<file path="config.mk">
export PLATFORM = sky130hd
export DESIGN_NAME = counts_readout
export DESIGN_NICKNAME = d
export VERILOG_FILES = /design/src/rtl/detector_pkg.sv /design/src/rtl/window_timer.sv /design/src/rtl/counts_readout.sv
export SDC_FILE = /design/constraint.sdc
export NUM_CORES = 1
export LEC_CHECK = 0
export CORE_UTILIZATION = 30
export CTS_CLUSTER_SIZE = 14
export DETAILED_ROUTE_END_ITERATION = 12
export GPL_TIMING_DRIVEN = 0
export HOLD_SLACK_MARGIN = 0.02
export SLEW_MARGIN = 30
export SYNTH_ARGS = -nofsm -noshare
export SYNTH_HDL_FRONTEND = slang
export SYNTH_SLANG_ARGS = --single-unit
export TNS_END_PERCENT = 50
</file>
<file path="constraint.sdc">
create_clock -name Clk -period 1.8 [get_ports Clk]
set_input_delay 0.18 -clock Clk [delete_from_list [all_inputs] [get_ports Clk]]
set_output_delay 0.18 -clock Clk [all_outputs]
set_load 0.03 [all_outputs]
</file>
<file path="src/rtl/detector_pkg.sv">
// Shared definitions for the coincidence detector and its readout path.
// Holds the frame header constant, readout FSM states and the pair-count helper.
package detector_pkg;

    localparam logic [7:0] FRAME_HDR = 8'hA5;

    typedef enum logic [2:0] {
        IDLE = 3'd0,
        HDR  = 3'd1,
        SEQ  = 3'd2,
        DATA = 3'd3,
        CSUM = 3'd4
    } rd_state_t;

    function automatic int npairs(input int nchan);
        return nchan * (nchan - 1) / 2;
    endfunction

endpackage

</file>
<file path="src/rtl/window_timer.sv">
// Snapshot window timer: counts 0..WINDOW-1 while enabled, holds otherwise.
// Tc is combinational from the registered count, asserted only while Enable=1.
module window_timer #(
    parameter int WINDOW = 1000
) (
    input  logic Clk,
    input  logic Rst_n,
    input  logic Enable,
    output logic Tc
);

    localparam int TW = (WINDOW > 1) ? $clog2(WINDOW) : 1;

    logic [TW-1:0] cnt;
    logic          at_end;

    assign at_end = (cnt == TW'(WINDOW - 1));
    assign Tc     = Enable && at_end;

    always_ff @(posedge Clk or negedge Rst_n) begin
        if (!Rst_n) begin
            cnt <= '0;
        end else if (Enable) begin
            cnt <= at_end ? '0 : cnt + 1'b1;
        end
    end

endmodule

</file>
<file path="src/rtl/counts_readout.sv">
// Snapshots detector pair counts each window and streams them as a framed byte sequence.
// Latency: header valid one cycle after TC; Tx_data holds while valid and not ready.
module counts_readout
    import detector_pkg::*;
#(
    parameter int NCHAN  = 4,
    parameter int NBITS  = 4,
    parameter int NPAIRS = npairs(NCHAN),
    parameter int WINDOW = 1000
) (
    input  logic                          Clk,
    input  logic                          Rst_n,
    input  logic                          Enable,
    input  logic [NPAIRS-1:0][NBITS-1:0]  Counts,
    output logic [7:0]                    Tx_data,
    output logic                          Tx_valid,
    input  logic                          Tx_ready,
    output logic                          Overrun,
    output logic [7:0]                    Missed
);

    localparam int              IW   = (NPAIRS > 1) ? $clog2(NPAIRS) : 1;
    localparam logic [IW-1:0]   LAST = IW'(NPAIRS - 1);

    rd_state_t                    state;
    logic [IW-1:0]                idx;
    logic [IW-1:0]                idx_nxt;
    logic [NPAIRS-1:0][NBITS-1:0] shadow;
    logic [7:0]                   seq;
    logic [7:0]                   csum;
    logic                         tc;
    logic                         accept;

    window_timer #(
        .WINDOW (WINDOW)
    ) u_timer (
        .Clk    (Clk),
        .Rst_n  (Rst_n),
        .Enable (Enable),
        .Tc     (tc)
    );

    assign accept  = Tx_valid && Tx_ready;
    assign idx_nxt = idx + 1'b1;

    always_ff @(posedge Clk or negedge Rst_n) begin
        if (!Rst_n) begin
            state    <= IDLE;
            idx      <= '0;
            shadow   <= '0;
            seq      <= '0;
            csum     <= '0;
            Tx_data  <= '0;
            Tx_valid <= 1'b0;
            Overrun  <= 1'b0;
            Missed   <= '0;
        end else begin
            // A TC that lands while any frame byte is outstanding (including the
            // checksum being accepted on this same edge) is dropped, not queued.
            if (tc) begin
                if (state == IDLE) begin
                    shadow   <= Counts;
                    state    <= HDR;
                    Tx_valid <= 1'b1;
                    Tx_data  <= FRAME_HDR;
                    csum     <= '0;
                end else begin
                    Overrun <= 1'b1;
                    if (Missed != 8'hFF) begin
                        Missed <= Missed + 8'd1;
                    end
                end
            end

            if (accept) begin
                csum <= csum ^ Tx_data;
                case (state)
                    HDR: begin
                        Tx_data <= seq;
                        state   <= SEQ;
                    end
                    SEQ: begin
                        Tx_data <= 8'(shadow[0]);
                        idx     <= '0;
                        state   <= DATA;
                    end
                    DATA: begin
                        if (idx == LAST) begin
                            Tx_data <= csum ^ Tx_data;
                            state   <= CSUM;
                        end else begin
                            idx     <= idx_nxt;
                            Tx_data <= 8'(shadow[idx_nxt]);
                        end
                    end
                    CSUM: begin
                        Tx_valid <= 1'b0;
                        state    <= IDLE;
                        seq      <= seq + 8'd1;
                    end
                    default: begin
                        Tx_valid <= 1'b0;
                        state    <= IDLE;
                    end
                endcase
            end
        end
    end

endmodule

</file>
==> results of run 1 <==
cell usage after synthesis (3+ instances only):
cell	number
a21oi_1	17
a221o_1	3
a22oi_1	3
a31oi_1	5
and2_1	4
and3_1	7
buf_2	4
clkbuf_1	7
dfrtp_1	74
ha_1	5
inv_1	8
mux2_1	4
mux2_2	22
mux2i_1	10
mux4_2	4
nand2_1	27
nand3_1	7
nand3b_1	4
nand4_1	10
nor2_1	24
nor2b_1	4
nor3_1	6
o21ai_0	6
o22ai_1	7
xnor2_1	10
xor2_1	17
per-layer routing:
layer	global-route usage [%]	up-vias
met5	0	-
met3	3.40	17
met1	19.7	1378
met2	23.1	54
li1	-	1377
met4	6.84	0
cells in the final DEF, fill, tap and decap left out, types with 3 or more instances in the layout:
cell and count:
mux2_2 17, nand2_1 26, a21oi_1 17, nand3_1 7, xor2_1 17, o22ai_1 7, clkdlybuf4s50_1 43, mux4_2 4
nor3_1 6, xnor2_1 9, and3_1 6, clkbuf_16 9, and2_1 3, nor2b_1 4, nand4_1 10, a31oi_1 5
dfrtp_1 73, nand3b_1 4, buf_2 3, mux2_1 4, inv_1 6, a221o_1 3, mux2i_1 10, clkbuf_1 6
buf_4 15, o21ai_0 6, mux2_4 5, nor2_1 23, a22oi_1 3
power by group through the flow:
| stage | clock network, uW | logic, uW | registers, uW |
|---|---|---|---|
| CTS | 1870 | 277 | 1780 |
| detailed placement | 0 | 221 | 1830 |
| global route | 1950 | 308 | 1800 |
| global placement | 0 | 210 | 1820 |
| floorplan | 0 | 107 | 1810 |
| finish | 1840 | 278 | 1790 |
stage by stage:
stage | utilization (%) | area [um2] | hold slack, ns | power [uW] | setup WS, ns
after floorplan | - | 3740 | -0.116 | 1910 | 0.0685
after global placement | 36.3 | 4390 | 0.447 | 2030 | -2.13
after detailed placement | 36.5 | 4420 | 0.131 | 2050 | -0.163
after CTS | 39.9 | 4840 | 0.127 | 3930 | 0.00251
after global routing | 41.0 | 4960 | 0.145 | 4060 | -0.0242
final | 41.0 | 4960 | 0.135 | 3900 | 0.0190
path summary, 6_finish.rpt:
kind,endpoint,slack (ns),cells past startpoint
setup / recovery,shadow[2]$_DFFE_PN0P_,0.02,6
hold / removal,u_timer.cnt[1]$_DFFE_PN0P_,0.14,2
setup reg to reg,shadow[2]$_DFFE_PN0P_,0.02,6
hold reg to reg,Overrun$_DFFE_PN0P_,0.46,1
max in group asynchronous,idx[0]$_DFFE_PN0P_,0.90,3
min in group asynchronous,u_timer.cnt[2]$_DFFE_PN0P_,0.32,2
what timing repair did:
item                                    4_1_cts  5_1_grt
hold buffers                                  1        0
gates resized for setup                      13       21
endpoints found under the hold margin        26        0
gates cloned                                  0        0
endpoints found under the setup margin       39       26
pin swaps                                     1        6
setup buffers                                 6        7
final cells by class:
| cell class | count | area, um2 | area share [%] |
|---|---|---|---|
| clock inverters | 4 | 50.0 | 1.01 |
| plain buffers | 15 | 100 | 2.02 |
| inverters | 8 | 30.0 | 0.605 |
| clock buffers | 12 | 256 | 5.17 |
| repair buffers | 59 | 586 | 11.8 |
| flip-flops and latches | 74 | 1850 | 37.3 |
| well taps | 168 | 210 | 4.23 |
| multi-input cells | 241 | 1880 | 37.9 |
critical path: stages (launching register included):
cell,delay (ns)
dfrtp_1,0.37
ha_2,0.21
and3_4,0.22
and4_4,0.26
buf_8,0.13
buf_8,0.14
mux2_2,0.33
cells by family (layout without fill, tap and decap cells):
group,count (synthesis),after routing,synth area share (%)
DFF,74,74,49.5
muxes,40,40,12.9
buffers and inverters,24,98,3.18
adders and majority gates,5,5,1.67
xor gates and xnor gates,27,27,6.32
and+or+nand+nor,110,110,16.0
AOI/OAI and AO/OA,59,59,10.5
sequential cells by signal, summed over array words and instances (netlist names):
signal       count
shadow          24
Missed           8
Tx_data          8
Overrun          1
u_timer.cnt     10
csum             8
idx              3
Tx_valid         1
seq              8
state            3
==> out/metrics.cfg, run 1 <==
[clock_tree]
clock_latency_ns = 0.34
numClockSinks = 74
cts_max_level = 3
cts_tree = built
clockRootBuffer = clkbuf_16
clk_pin_slew_worst_paths_ns = 0.06
cts_made_buffers = 9
clockBufferDepth = 2

[synthesis]
syn_area_um2 = 3740
async_reset_ff_share_pct = 100
synthTopCellsByArea = dfrtp_1 49%, mux2_2 6.6%, xor2_1 4.0%
synth_area_per_cell_um2 = 11.0
ys.flop_type = dfrtp_1
yosysTopAreaCell = dfrtp_1
yosysUniqueCellTypes = 53
postSynthCellCount = 339
synth-seq-area-share_pct = 49.5
synth_nets = 372
synth_top_area_share_pct = 49.5
synth_edf_count = 0
ys_ff_latch = 74
yosysWarnings = 0

[hold_path]
hp-class = input pin to flop
hp-start = Enable

[grt]
grt.overflow.total = 0
grt_use_total_pct = 14.8
grt_max_degree = 49
grt_pass1_wl_mm = 14.9
antenna_found_initial = 0
grt_pass1_vias = 2928

[power]
pwr-share-comb_pct = 7.1
p_int_uw = 3020
vdd_drop_max_uv = 442
switching_share_pct = 22.5
p_leak_uw = 0.00222
p_switching_uw = 878
pwr-share-seq_pct = 45.9
clockPowerShare_pct = 47.0
power_density_nw_per_um2 = 786

[routing]
num_vias = 2826
routed.top_layer = met4
wl_mm = 8.77
drc_errors = 0
ant_nets = 0
drt_pass1_iterations = 4
wl_met2_mm = 4.07
vias_per_cell = 4.86
wl_per_cell_um = 15.1
wl_met3_um = 328
detail_route.iter0.violations = 161
m1WireLength_mm = 4.15

[timing]
worst_pin_slew_ns = 0.543
fin_crit_sh_pct = 98.9
max-slew-margin-rel_pct = 63.8
skew_ns = 0.00925
max_clock_freq_mhz = 561
slew_viol_final = 0
fin_tns_setup_ns = 0
rsz0062_at_grt = true
setup_viol = 0
hold_violations = 0
period_needed_ns = 1.78

[floorplan]
coreArea_um2 = 12100
die_y_um = 114
die_area_um2 = 12900
die_w_um = 114
ioPinCount = 46
row_count = 40
start_util_pct = 30.9

[layout]
stdcell_count = 581
fillCellCount = 1196
antenna_cells = 0
layout.nets = 441
area_growth_pct = 32.6
drive_gt1_share_pct = 21.5

[status]
outcome = completed

[critical_path]
critPathLaunchType = flop
crit_start = u_timer.cnt[0]$_DFFE_PN0P_
timing.rr.start = u_timer.cnt[0]$_DFFE_PN0P_
crit_type = flop to flop
cp_max_fo = 10
endpoint_kind = flop
critPathRequiredTime_ns = 2.02
crit_arrival_ns = 2.00

[placement]
io_buffer_count = 44
place_inst = 552
place_hpwl_mm = 6.02
gp_congestion = 0.780

[job]
cap_violations = 0

Note: power is estimated with default switching activity, not from simulation.
==> run 2: changes to the inputs <==
--- a/config.mk
+++ b/config.mk
@@ -5,11 +5,13 @@
 export SDC_FILE = /design/constraint.sdc
 export NUM_CORES = 1
 export LEC_CHECK = 0
-export CORE_UTILIZATION = 30
+export CORE_UTILIZATION = 50
 export CTS_CLUSTER_SIZE = 14
 export DETAILED_ROUTE_END_ITERATION = 12
 export GPL_TIMING_DRIVEN = 0
 export HOLD_SLACK_MARGIN = 0.02
+export MAX_ROUTING_LAYER = met4
+export PLACE_DENSITY = 0.76
 export SLEW_MARGIN = 30
 export SYNTH_ARGS = -nofsm -noshare
 export SYNTH_HDL_FRONTEND = slang
==> out/metrics.cfg, run 2 (synthesized netlist as in run 1, its figures left out) <==
[floorplan]
die_area_um2 = 7840  ; -39%
die_w_um = 88.5  ; -22%
start_util_pct = 51.6  ; +21 points
die_y_um = 88.5  ; -22%
coreArea_um2 = 7250  ; -40%
ioPinCount = 46  ; unchanged
row_count = 31  ; -23%

[routing]
vias_per_cell = 5.58  ; +15%
num_vias = 2855  ; +1.0%
wl_mm = 8.29  ; -5.5%
ant_nets = 0  ; unchanged
drc_errors = 0  ; unchanged
detail_route.iter0.violations = 165  ; +2.5%
drt_pass1_iterations = 4  ; unchanged
wl_per_cell_um = 16.2  ; +7.3%

[layout]
antenna_cells = 0  ; unchanged
fillCellCount = 568  ; -53%
regMostFlops = shadow
fin_area_um2 = 4770  ; -4.0%
seqCellArea_um2 = 1850  ; about the same
reg_top3 = shadow (24), u_timer.cnt (10)
area_growth_pct = 27.3
multi_input_area_um2 = 1860  ; -1.1%
layout_common_cells = 72 x dfrtp_1, 43 x clkdlybuf4s50_1, 27 x nand2_1
drive_gt1_share_pct = 21.1  ; -0.48 points
largest_reg_flops = 24  ; unchanged
layout.nets = 441  ; unchanged
final_common_cell = dfrtp_1

[critical_path]
cp_max_fo = 4  ; -6
critPathRequiredTime_ns = 2.01  ; about the same
timing.rr.start = idx[0]$_DFFE_PN0P_
crit_arrival_ns = 1.99  ; about the same
critPathLaunchType = flop
endpoint_kind = flop
crit_type = flop to flop
crit_start = idx[0]$_DFFE_PN0P_
r2r_cells = 6  ; unchanged

[clock_tree]
clockBufferDepth = 2  ; unchanged
cts_made_buffers = 9  ; unchanged
clk_pin_slew_worst_paths_ns = 0.08  ; +0.02 ns
cts_max_level = 3  ; unchanged
numClockSinks = 74  ; unchanged
clock_latency_ns = 0.36  ; +0.02 ns
cts_tree = built
clockRootBuffer = clkbuf_8

[placement]
io_buffer_count = 44  ; unchanged
post_dp_cell_area_um2 = 4330  ; -2.0%
gp_congestion = 0.849  ; +8.8%
place_hpwl_mm = 5.76  ; -4.4%

[grt]
grt_max_degree = 52  ; +6.1%
grt_pass1_vias = 2814  ; -3.9%
antenna_found_initial = 0  ; unchanged
grt_use_total_pct = 24.0  ; +9.2 points
grt_pass1_wl_mm = 13.7  ; -7.8%
grt.overflow.total = 0  ; unchanged

[timing]
skew_ns = 0.0161  ; +0.00690 ns
fin_tns_setup_ns = 0  ; unchanged
fin_hold_ws_ns = 0.117  ; -0.0177 ns
max-slew-margin-rel_pct = 63.1  ; -0.64 points
max_clock_freq_mhz = 563  ; +0.20%
slew_viol_final = 0  ; unchanged
fin_crit_sh_pct = 98.7  ; -0.20 points
setup_viol = 0  ; unchanged
rsz0062_at_grt = true
hold_violations = 0  ; unchanged
worst_pin_slew_ns = 0.553  ; +0.00967 ns
period_needed_ns = 1.78  ; -0.00358 ns

[power]
p_leak_uw = 0.00217  ; -2.2%
vdd_drop_max_uv = 481  ; +8.8%
power_density_nw_per_um2 = 726  ; -7.7%

[hold_path]
hp-start = Enable
hp-class = input pin to flop
holdPathStages = 2  ; unchanged

[job]
cap_violations = 0  ; unchanged

[status]
outcome = completed

## run 2: critical path, stage by stage (launching register included)
cell and delay [ns]:
dfrtp_2 0.47, ha_4 0.32, buf_4 0.11, mux4_2 0.28, and2_1 0.17, o22ai_1 0.19, o31ai_1 0.10
## run 2: cell type report
cell class / instances / area share, %
multi-input cells: 241 / 39.0
flip-flops and latches: 74 / 38.9
repair buffers: 59 / 12.4
clock buffers: 11 / 3.18
well taps: 99 / 2.60
plain buffers: 15 / 2.10
clock inverters: 5 / 1.26
inverters: 8 / 0.630
## run 2: routing by layer
metal	wire (um)	vias up	part of all wire [%]	global-route usage, %
met2	3890	69	47	36.6
met4	186	0	2.2	8.36
met3	266	21	3.2	4.48
met1	3950	1402	48	32.3
li1	-	1363	-	-
met5	0	-	0	-
## run 2: final timing paths
| kind | endpoint | slack, ns |
|---|---|---|
| worst max-delay path | Tx_data[1]$_DFF_PN0_ | 0.02 |
| worst min-delay path | u_timer.cnt[1]$_DFFE_PN0P_ | 0.12 |
| worst max register to register | Tx_data[1]$_DFF_PN0_ | 0.02 |
| worst min register to register | Overrun$_DFFE_PN0P_ | 0.46 |
| max in group asynchronous | idx[0]$_DFFE_PN0P_ | 0.95 |
| min in group asynchronous | u_timer.cnt[8]$_DFFE_PN0P_ | 0.27 |
## run 2: per-stage QoR
stage	setup slack, ns	utilization, %	power [uW]	cells
global route	-0.0353	65.7	3580	512
detailed placement	-0.152	59.7	2040	483
finish	0.0226	65.7	3460	512
global placement	-2.02	59.4	2030	482
CTS	0.00914	64.3	3450	505
floorplan	0.0685	-	1910	339
## run 2: repair_timing
action                                  4_1_cts  5_1_grt
hold buffers                                  1        0
endpoints found under the hold margin        23        0
resized for setup                            13       14
setup buffers                                 6        7
endpoints found under the setup margin       30       20
pin swaps                                     2        5
## run 2: power by group
group / internal [uW] / switching (uW) / total (uW)
Sequential: 1720 / 72.2 / 1790
Combinational: 160 / 119 / 278
Clock: 724 / 665 / 1390
